[src/rtl/firmware_loader_pkg.sv]
// Shared types and constants for the boot-time firmware loader.
package firmware_loader_pkg;

    typedef logic [7:0] data_t;

    localparam int unsigned FirmwareSize   = 16384;
    localparam data_t       LoaderMagic    = 8'hA5;
    localparam int unsigned NumVectorBytes = 6;

    typedef enum logic [2:0] {
        ST_IDLE    = 3'd0,
        ST_LEN_LO  = 3'd1,
        ST_LEN_HI  = 3'd2,
        ST_PAYLOAD = 3'd3,
        ST_VECTORS = 3'd4,
        ST_CHECK   = 3'd5,
        ST_DONE    = 3'd6,
        ST_ERROR   = 3'd7
    } firmware_loader_state_t;

    // Loader stops accepting bytes once it has reached a final verdict.
    function automatic logic is_terminal(firmware_loader_state_t s);
        return (s == ST_DONE) || (s == ST_ERROR);
    endfunction

endpackage

[src/rtl/firmware_loader.sv]
// Parses a framed firmware image from the host byte stream, writes payload
// and vector bytes into memory, verifies the checksum and releases the CPU.
module firmware_loader
    import firmware_loader_pkg::*;
#(
    parameter int unsigned FIRMWARE_SIZE = FirmwareSize,
    parameter int unsigned ADDR_W        = $clog2(FIRMWARE_SIZE)
) (
    input  logic              clk_i,
    input  logic              rst_i,
    input  logic              boot_skip_i,
    input  logic [7:0]        rx_data_i,
    input  logic              rx_valid_i,
    output logic              rx_ready_o,
    output logic              wr_en_o,
    output logic              wr_vector_o,
    output logic [ADDR_W-1:0] wr_addr_o,
    output logic [7:0]        wr_data_o,
    output logic              cpu_rst_o,
    output logic              done_o,
    output logic              error_o
);

    // One extra bit so a full-size payload count terminates without wrapping.
    localparam int unsigned CNT_W = ADDR_W + 1;

    firmware_loader_state_t r_state, w_state_next;

    data_t             r_len_lo,  w_len_lo_next;
    logic [CNT_W-1:0]  r_len,     w_len_next;
    logic [CNT_W-1:0]  r_pay_cnt, w_pay_cnt_next;
    logic [2:0]        r_vec_cnt, w_vec_cnt_next;
    data_t             r_sum,     w_sum_next;

    logic              r_rx_ready;
    logic              r_wr_en,     w_wr_en_next;
    logic              r_wr_vector, w_wr_vector_next;
    logic [ADDR_W-1:0] r_wr_addr,   w_wr_addr_next;
    data_t             r_wr_data,   w_wr_data_next;
    logic              r_cpu_rst;
    logic              r_done;
    logic              r_error;

    logic              w_xfer;
    logic [15:0]       w_len_full;
    logic [CNT_W-1:0]  w_pay_inc;
    data_t             w_sum_add;

    assign w_xfer     = rx_valid_i & r_rx_ready;
    assign w_len_full = {rx_data_i, r_len_lo};
    assign w_pay_inc  = r_pay_cnt + CNT_W'(1);
    assign w_sum_add  = r_sum + rx_data_i;

    // State register.
    always_ff @(posedge clk_i or posedge rst_i) begin
        if (rst_i) begin
            r_state <= ST_IDLE;
        end else begin
            r_state <= w_state_next;
        end
    end

    // Next-state, counter, checksum and write-port decode.
    always_comb begin
        w_state_next     = r_state;
        w_len_lo_next    = r_len_lo;
        w_len_next       = r_len;
        w_pay_cnt_next   = r_pay_cnt;
        w_vec_cnt_next   = r_vec_cnt;
        w_sum_next       = r_sum;
        w_wr_en_next     = 1'b0;
        w_wr_vector_next = r_wr_vector;
        w_wr_addr_next   = r_wr_addr;
        w_wr_data_next   = r_wr_data;

        case (r_state)
            ST_IDLE: begin
                if (w_xfer) begin
                    if (rx_data_i == LoaderMagic) begin
                        w_state_next   = ST_LEN_LO;
                        w_sum_next     = '0;
                        w_pay_cnt_next = '0;
                        w_vec_cnt_next = '0;
                    end
                end else if (boot_skip_i) begin
                    w_state_next = ST_DONE;
                end
            end
            ST_LEN_LO: begin
                if (w_xfer) begin
                    w_len_lo_next = rx_data_i;
                    w_state_next  = ST_LEN_HI;
                end
            end
            ST_LEN_HI: begin
                if (w_xfer) begin
                    if (32'(w_len_full) > FIRMWARE_SIZE) begin
                        w_state_next = ST_ERROR;
                    end else if (w_len_full == 16'd0) begin
                        w_state_next = ST_VECTORS;
                    end else begin
                        w_len_next   = CNT_W'(w_len_full);
                        w_state_next = ST_PAYLOAD;
                    end
                end
            end
            ST_PAYLOAD: begin
                if (w_xfer) begin
                    w_wr_en_next     = 1'b1;
                    w_wr_vector_next = 1'b0;
                    w_wr_addr_next   = r_pay_cnt[ADDR_W-1:0];
                    w_wr_data_next   = rx_data_i;
                    w_sum_next       = w_sum_add;
                    w_pay_cnt_next   = w_pay_inc;
                    if (w_pay_inc == r_len) begin
                        w_state_next = ST_VECTORS;
                    end
                end
            end
            ST_VECTORS: begin
                if (w_xfer) begin
                    w_wr_en_next     = 1'b1;
                    w_wr_vector_next = 1'b1;
                    w_wr_addr_next   = ADDR_W'(r_vec_cnt);
                    w_wr_data_next   = rx_data_i;
                    w_sum_next       = w_sum_add;
                    w_vec_cnt_next   = r_vec_cnt + 3'd1;
                    if (r_vec_cnt == 3'(NumVectorBytes - 1)) begin
                        w_state_next = ST_CHECK;
                    end
                end
            end
            ST_CHECK: begin
                if (w_xfer) begin
                    w_sum_next   = w_sum_add;
                    w_state_next = (w_sum_add == 8'd0) ? ST_DONE : ST_ERROR;
                end
            end
            ST_DONE, ST_ERROR: begin
                w_state_next = r_state;
            end
            default: begin
                w_state_next = ST_ERROR;
            end
        endcase
    end

    // Datapath and registered outputs; status outputs track the next state.
    always_ff @(posedge clk_i or posedge rst_i) begin
        if (rst_i) begin
            r_len_lo    <= '0;
            r_len       <= '0;
            r_pay_cnt   <= '0;
            r_vec_cnt   <= '0;
            r_sum       <= '0;
            r_rx_ready  <= 1'b1;
            r_wr_en     <= 1'b0;
            r_wr_vector <= 1'b0;
            r_wr_addr   <= '0;
            r_wr_data   <= '0;
            r_cpu_rst   <= 1'b1;
            r_done      <= 1'b0;
            r_error     <= 1'b0;
        end else begin
            r_len_lo    <= w_len_lo_next;
            r_len       <= w_len_next;
            r_pay_cnt   <= w_pay_cnt_next;
            r_vec_cnt   <= w_vec_cnt_next;
            r_sum       <= w_sum_next;
            r_rx_ready  <= ~is_terminal(w_state_next);
            r_wr_en     <= w_wr_en_next;
            r_wr_vector <= w_wr_vector_next;
            r_wr_addr   <= w_wr_addr_next;
            r_wr_data   <= w_wr_data_next;
            r_cpu_rst   <= (w_state_next != ST_DONE);
            r_done      <= (w_state_next == ST_DONE);
            r_error     <= (w_state_next == ST_ERROR);
        end
    end

    assign rx_ready_o  = r_rx_ready;
    assign wr_en_o     = r_wr_en;
    assign wr_vector_o = r_wr_vector;
    assign wr_addr_o   = r_wr_addr;
    assign wr_data_o   = r_wr_data;
    assign cpu_rst_o   = r_cpu_rst;
    assign done_o      = r_done;
    assign error_o     = r_error;

endmodule
[config.mk]
export PLATFORM = sky130hd
export DESIGN_NAME = firmware_loader
export DESIGN_NICKNAME = d
export VERILOG_FILES = /design/src/rtl/firmware_loader_pkg.sv /design/src/rtl/firmware_loader.sv
export SDC_FILE = /design/constraint.sdc
export NUM_CORES = 1
export LEC_CHECK = 0
export ABC_AREA = 1
export CAP_MARGIN = 20
export CELL_PAD_IN_SITES_DETAIL_PLACEMENT = 1
export CELL_PAD_IN_SITES_GLOBAL_PLACEMENT = 1
export CORE_ASPECT_RATIO = 1.2
export CORE_MARGIN = 5
export CORE_UTILIZATION = 39
export DETAILED_ROUTE_END_ITERATION = 12
export HOLD_SLACK_MARGIN = 0.02
export PLACE_DENSITY = 0.77
export SETUP_SLACK_MARGIN = 0.5
export SLEW_MARGIN = 20
export SYNTH_ARGS = -nofsm -noshare
export SYNTH_HDL_FRONTEND = slang
export SYNTH_SLANG_ARGS = --single-unit
[constraint.sdc]
create_clock -name clk_i -period 2.6 [get_ports clk_i]
set_input_delay 0.52 -clock clk_i [delete_from_list [all_inputs] [get_ports clk_i]]
set_output_delay 0.52 -clock clk_i [all_outputs]
set_load 0.005 [all_outputs]
==> flow_summary.json <==
{
  "status": "complete, no violations",
  "synth_warnings": 0,
  "dr.first_iter.drc_count": 147,
  "wl_mm": 12.6,
  "die_x_um": 106,
  "wl_per_cell_um": 17.0,
  "synth_xor_area_share_pct": 2.70,
  "grt_pass1_vias": 4315,
  "synth.mux.area_fraction_pct": 0.261,
  "area_growth_pct": 29.8,
  "min_period_over_period_pct": 82.0,
  "r2r-start": "r_sum[0]",
  "power.share.switching_pct": 41.3,
  "r2r_cells": 12,
  "skew_ns": 0.00740,
  "async_flop_share_pct": 100,
  "crit_fanout": 3,
  "grt_pass1_wl_mm": 21.0,
  "synth_cells": 535,
  "first_pass_iters": 5,
  "clkPwrFrac_pct": 18.1,
  "rows": 42,
  "grtUsageTotal_pct": 19.5,
  "synth_most_common_cell": "nand2_1",
  "clockRootBuffer": "clkbuf_16",
  "avgViaCountPerCell": 5.38,
  "path_clk_slew_ns": 0.07,
  "cts_buffers": 9,
  "hold_viol": 0,
  "synth-compound-area-share_pct": 11.0,
  "syn_area_mm2": 0.00431,
  "synth-edff-count": 0,
  "synthAdderAreaFrac_pct": 3.37,
  "combPwrFrac_pct": 48.2,
  "die_h_um": 125,
  "yosys.area.top_type": "dfrtp_1",
  "dieArea_mm2": 0.0133,
  "yosysSeqAreaShare_pct": 46.5,
  "pre_cts_ws_ns": -0.169,
  "clock.fmax_ghz": 0.469,
  "p_leak_nw": 2.62,
  "worst_ep_required_time_ns": 2.83,
  "routabilityCongestion": 0.918,
  "ant_nets": 0,
  "yosysTopAreaCellShare_pct": 45.3,
  "cts_sinks": 80,
  "synthTopCellsByArea": "dfrtp_1 (45%), nand2_1 (9.7%), nand3_1 (7.7%)",
  "synthFlopType": "dfrtp_1",
  "synth_cell_types": 37,
  "ir_drop_uv": 460,
  "p_per_area_mw_per_mm2": 1190,
  "slew_headroom_pct": 55.4,
  "vias": 4000,
  "ys_ff_latch": 80,
  "place_hpwl_mm": 8.82,
  "tightest_slew_ns": 0.668,
  "clk_latency_ns": 0.34,
  "cp-start-kind": "flip-flop",
  "maxCapViolCount": 0,
  "initial_core_util_pct": 39.4,
  "setup.worst_path.start": "r_sum[0]",
  "arrival_ns": 2.37,
  "hp-start": "wr_vector_o",
  "avgSynthCellArea_um2": 8.05,
  "hold_buffers": 0,
  "hold_class": "flip-flop to flip-flop",
  "synth_common_cells": "nand2_1 (111), dfrtp_1 (78), inv_1 (70), nand3_1 (66), o21ai_0 (52)",
  "core-area_mm2": 0.0109,
  "drv_slew": 0,
  "drive_gt1_share_pct": 19.0,
  "rsz0062_at_grt": "true",
  "synth_fp_nets": 558,
  "p_total_w": 0.00662,
  "fin_util_pct": 51.1,
  "power.switching_w": 0.00274,
  "yosys.area_share.simple_pct": 28.3,
  "grt_max_degree": 81,
  "synth_top_family_by_area": "simple AND/OR/NAND/NOR gates",
  "cts_tree": "done",
  "ios": 40,
  "antenna_cells": 0,
  "antenna_found_initial": 0,
  "grt_overflow_total": 0,
  "clockBufferDepth": 2,
  "power.internal_w": 0.00388,
  "setup_viol": 0,
  "fin_nets": 629,
  "worstHoldPathCells": 2,
  "setup_slack_ns": 0.468,
  "pwr-share-seq_pct": 33.7,
  "fill_cells": 1314,
  "tns_ns": 0,
  "io_buffers": 39,
  "min_period_ns": 2.13,
  "htreeDepth": 3,
  "drc_errors": 0,
  "critPathKind": "flip-flop to flip-flop",
  "cp-end-kind": "flip-flop"
}
[cell type report]
cell class,instances,area (um2),share of cell area [%]
Clock buffer,9,225,4.03
Tap cell,132,165,2.96
Multi-Input combinational cell,369,2170,38.8
Inverter,71,270,4.84
Timing Repair Buffer,75,698,12.5
Clock inverter,7,53.8,0.963
Sequential cell,80,2010,36.0
[stage by stage]
step	hold slack (ns)	cells	area [um2]
2_1_floorplan	0.453	535	4310
3_3_place_gp	0.455	710	4980
3_5_place_dp	0.458	710	4980
4_1_cts	0.473	734	5440
5_1_grt	0.517	743	5590
6_report	0.468	743	5590
[worst max-delay path, stage by stage, from the launching register on]
cell and delay (ns):
dfrtp_1 0.39, ha_2 0.19, fa_2 0.38, nand4_1 0.12, nand3_1 0.12, nand2_1 0.10, nand2_1 0.08, nor2_1 0.14
nand3_2 0.11, a21oi_4 0.15, nand2_2 0.07, nor2_2 0.10, nor2_1 0.06
[repair_timing]
item / in CTS / in global routing
buffers inserted: 8 / 9
pin swaps: 17 / 24
gates resized for setup: 29 / 25
setup endpoints to repair: 26 / 29
endpoints found under the hold margin: 0 / 0
[power by group through the flow]
stage	Sequential, W	Clock, W	Combinational (W)
floorplan	0.00210	0	0.00177
global placement	0.00220	0	0.00257
detailed placement	0.00222	0	0.00270
CTS	0.00222	0.00123	0.00293
global route	0.00231	0.00127	0.00357
finish	0.00223	0.00120	0.00319
[layout by cell type, fill, tap and decap left out, types with 2 or more instances in the layout]
master	instances
nand2_1	104
dfrtp_1	74
inv_1	68
nand3_1	61
o21ai_0	51
clkdlybuf4s50_1	32
buf_4	31
nor2_1	30
a21oi_1	15
nand4_1	12
nor2_2	10
o22ai_1	10
nand2_2	10
clkbuf_16	9
nand3_2	7
nor2_4	6
ha_4	6
dlygate4sd2_1	6
nor3_1	5
xor2_1	5
nand2_4	4
nand3b_1	4
clkinvlp_4	4
dfrtp_2	4
a31oi_1	3
ha_1	3
inv_6	3
buf_12	3
inv_2	2
o21ai_1	2
nor3_2	2
or2_2	2
o211ai_1	2
xnor2_1	2
dfstp_2	2
buf_6	2
[registers in the layout, indices dropped and copies added, names as in the netlist, 3 cells and up]
name	count
r_len	15
r_pay_cnt	15
wr_addr_o	14
r_len_lo	8
r_sum	8
wr_data_o	8
r_state	3
r_vec_cnt	3
[layer usage]
layer  up-vias  part of all wire, %  GRT usage (%)
met5         -                    0              0
met2        86                   53           35.7
li1       1912                    -              -
met3        19                  3.3           3.30
met4         0                  1.7           5.95
met1      1983                   42           23.3
[final timing paths]
check	slack, ns	endpoint
worst max-delay path	0.47	error_o
worst min-delay path	0.47	wr_vector_o
worst max register to register	0.47	error_o
worst min register to register	0.47	wr_vector_o
max in group asynchronous	1.57	r_pay_cnt[5]
min in group asynchronous	0.62	wr_addr_o[6]
[kinds of logic (layout without fill, tap and decap cells)]
family	Yosys count	in the layout
xor gates and xnor gates	10	10
AOI/OAI and AO/OA	87	87
buffers and inverters	86	162
DFF	80	80
adders and majority gates	11	11
and+or+nand+nor	260	260
muxes	1	1
No activity file was read; power rests on OpenSTA's default activity.
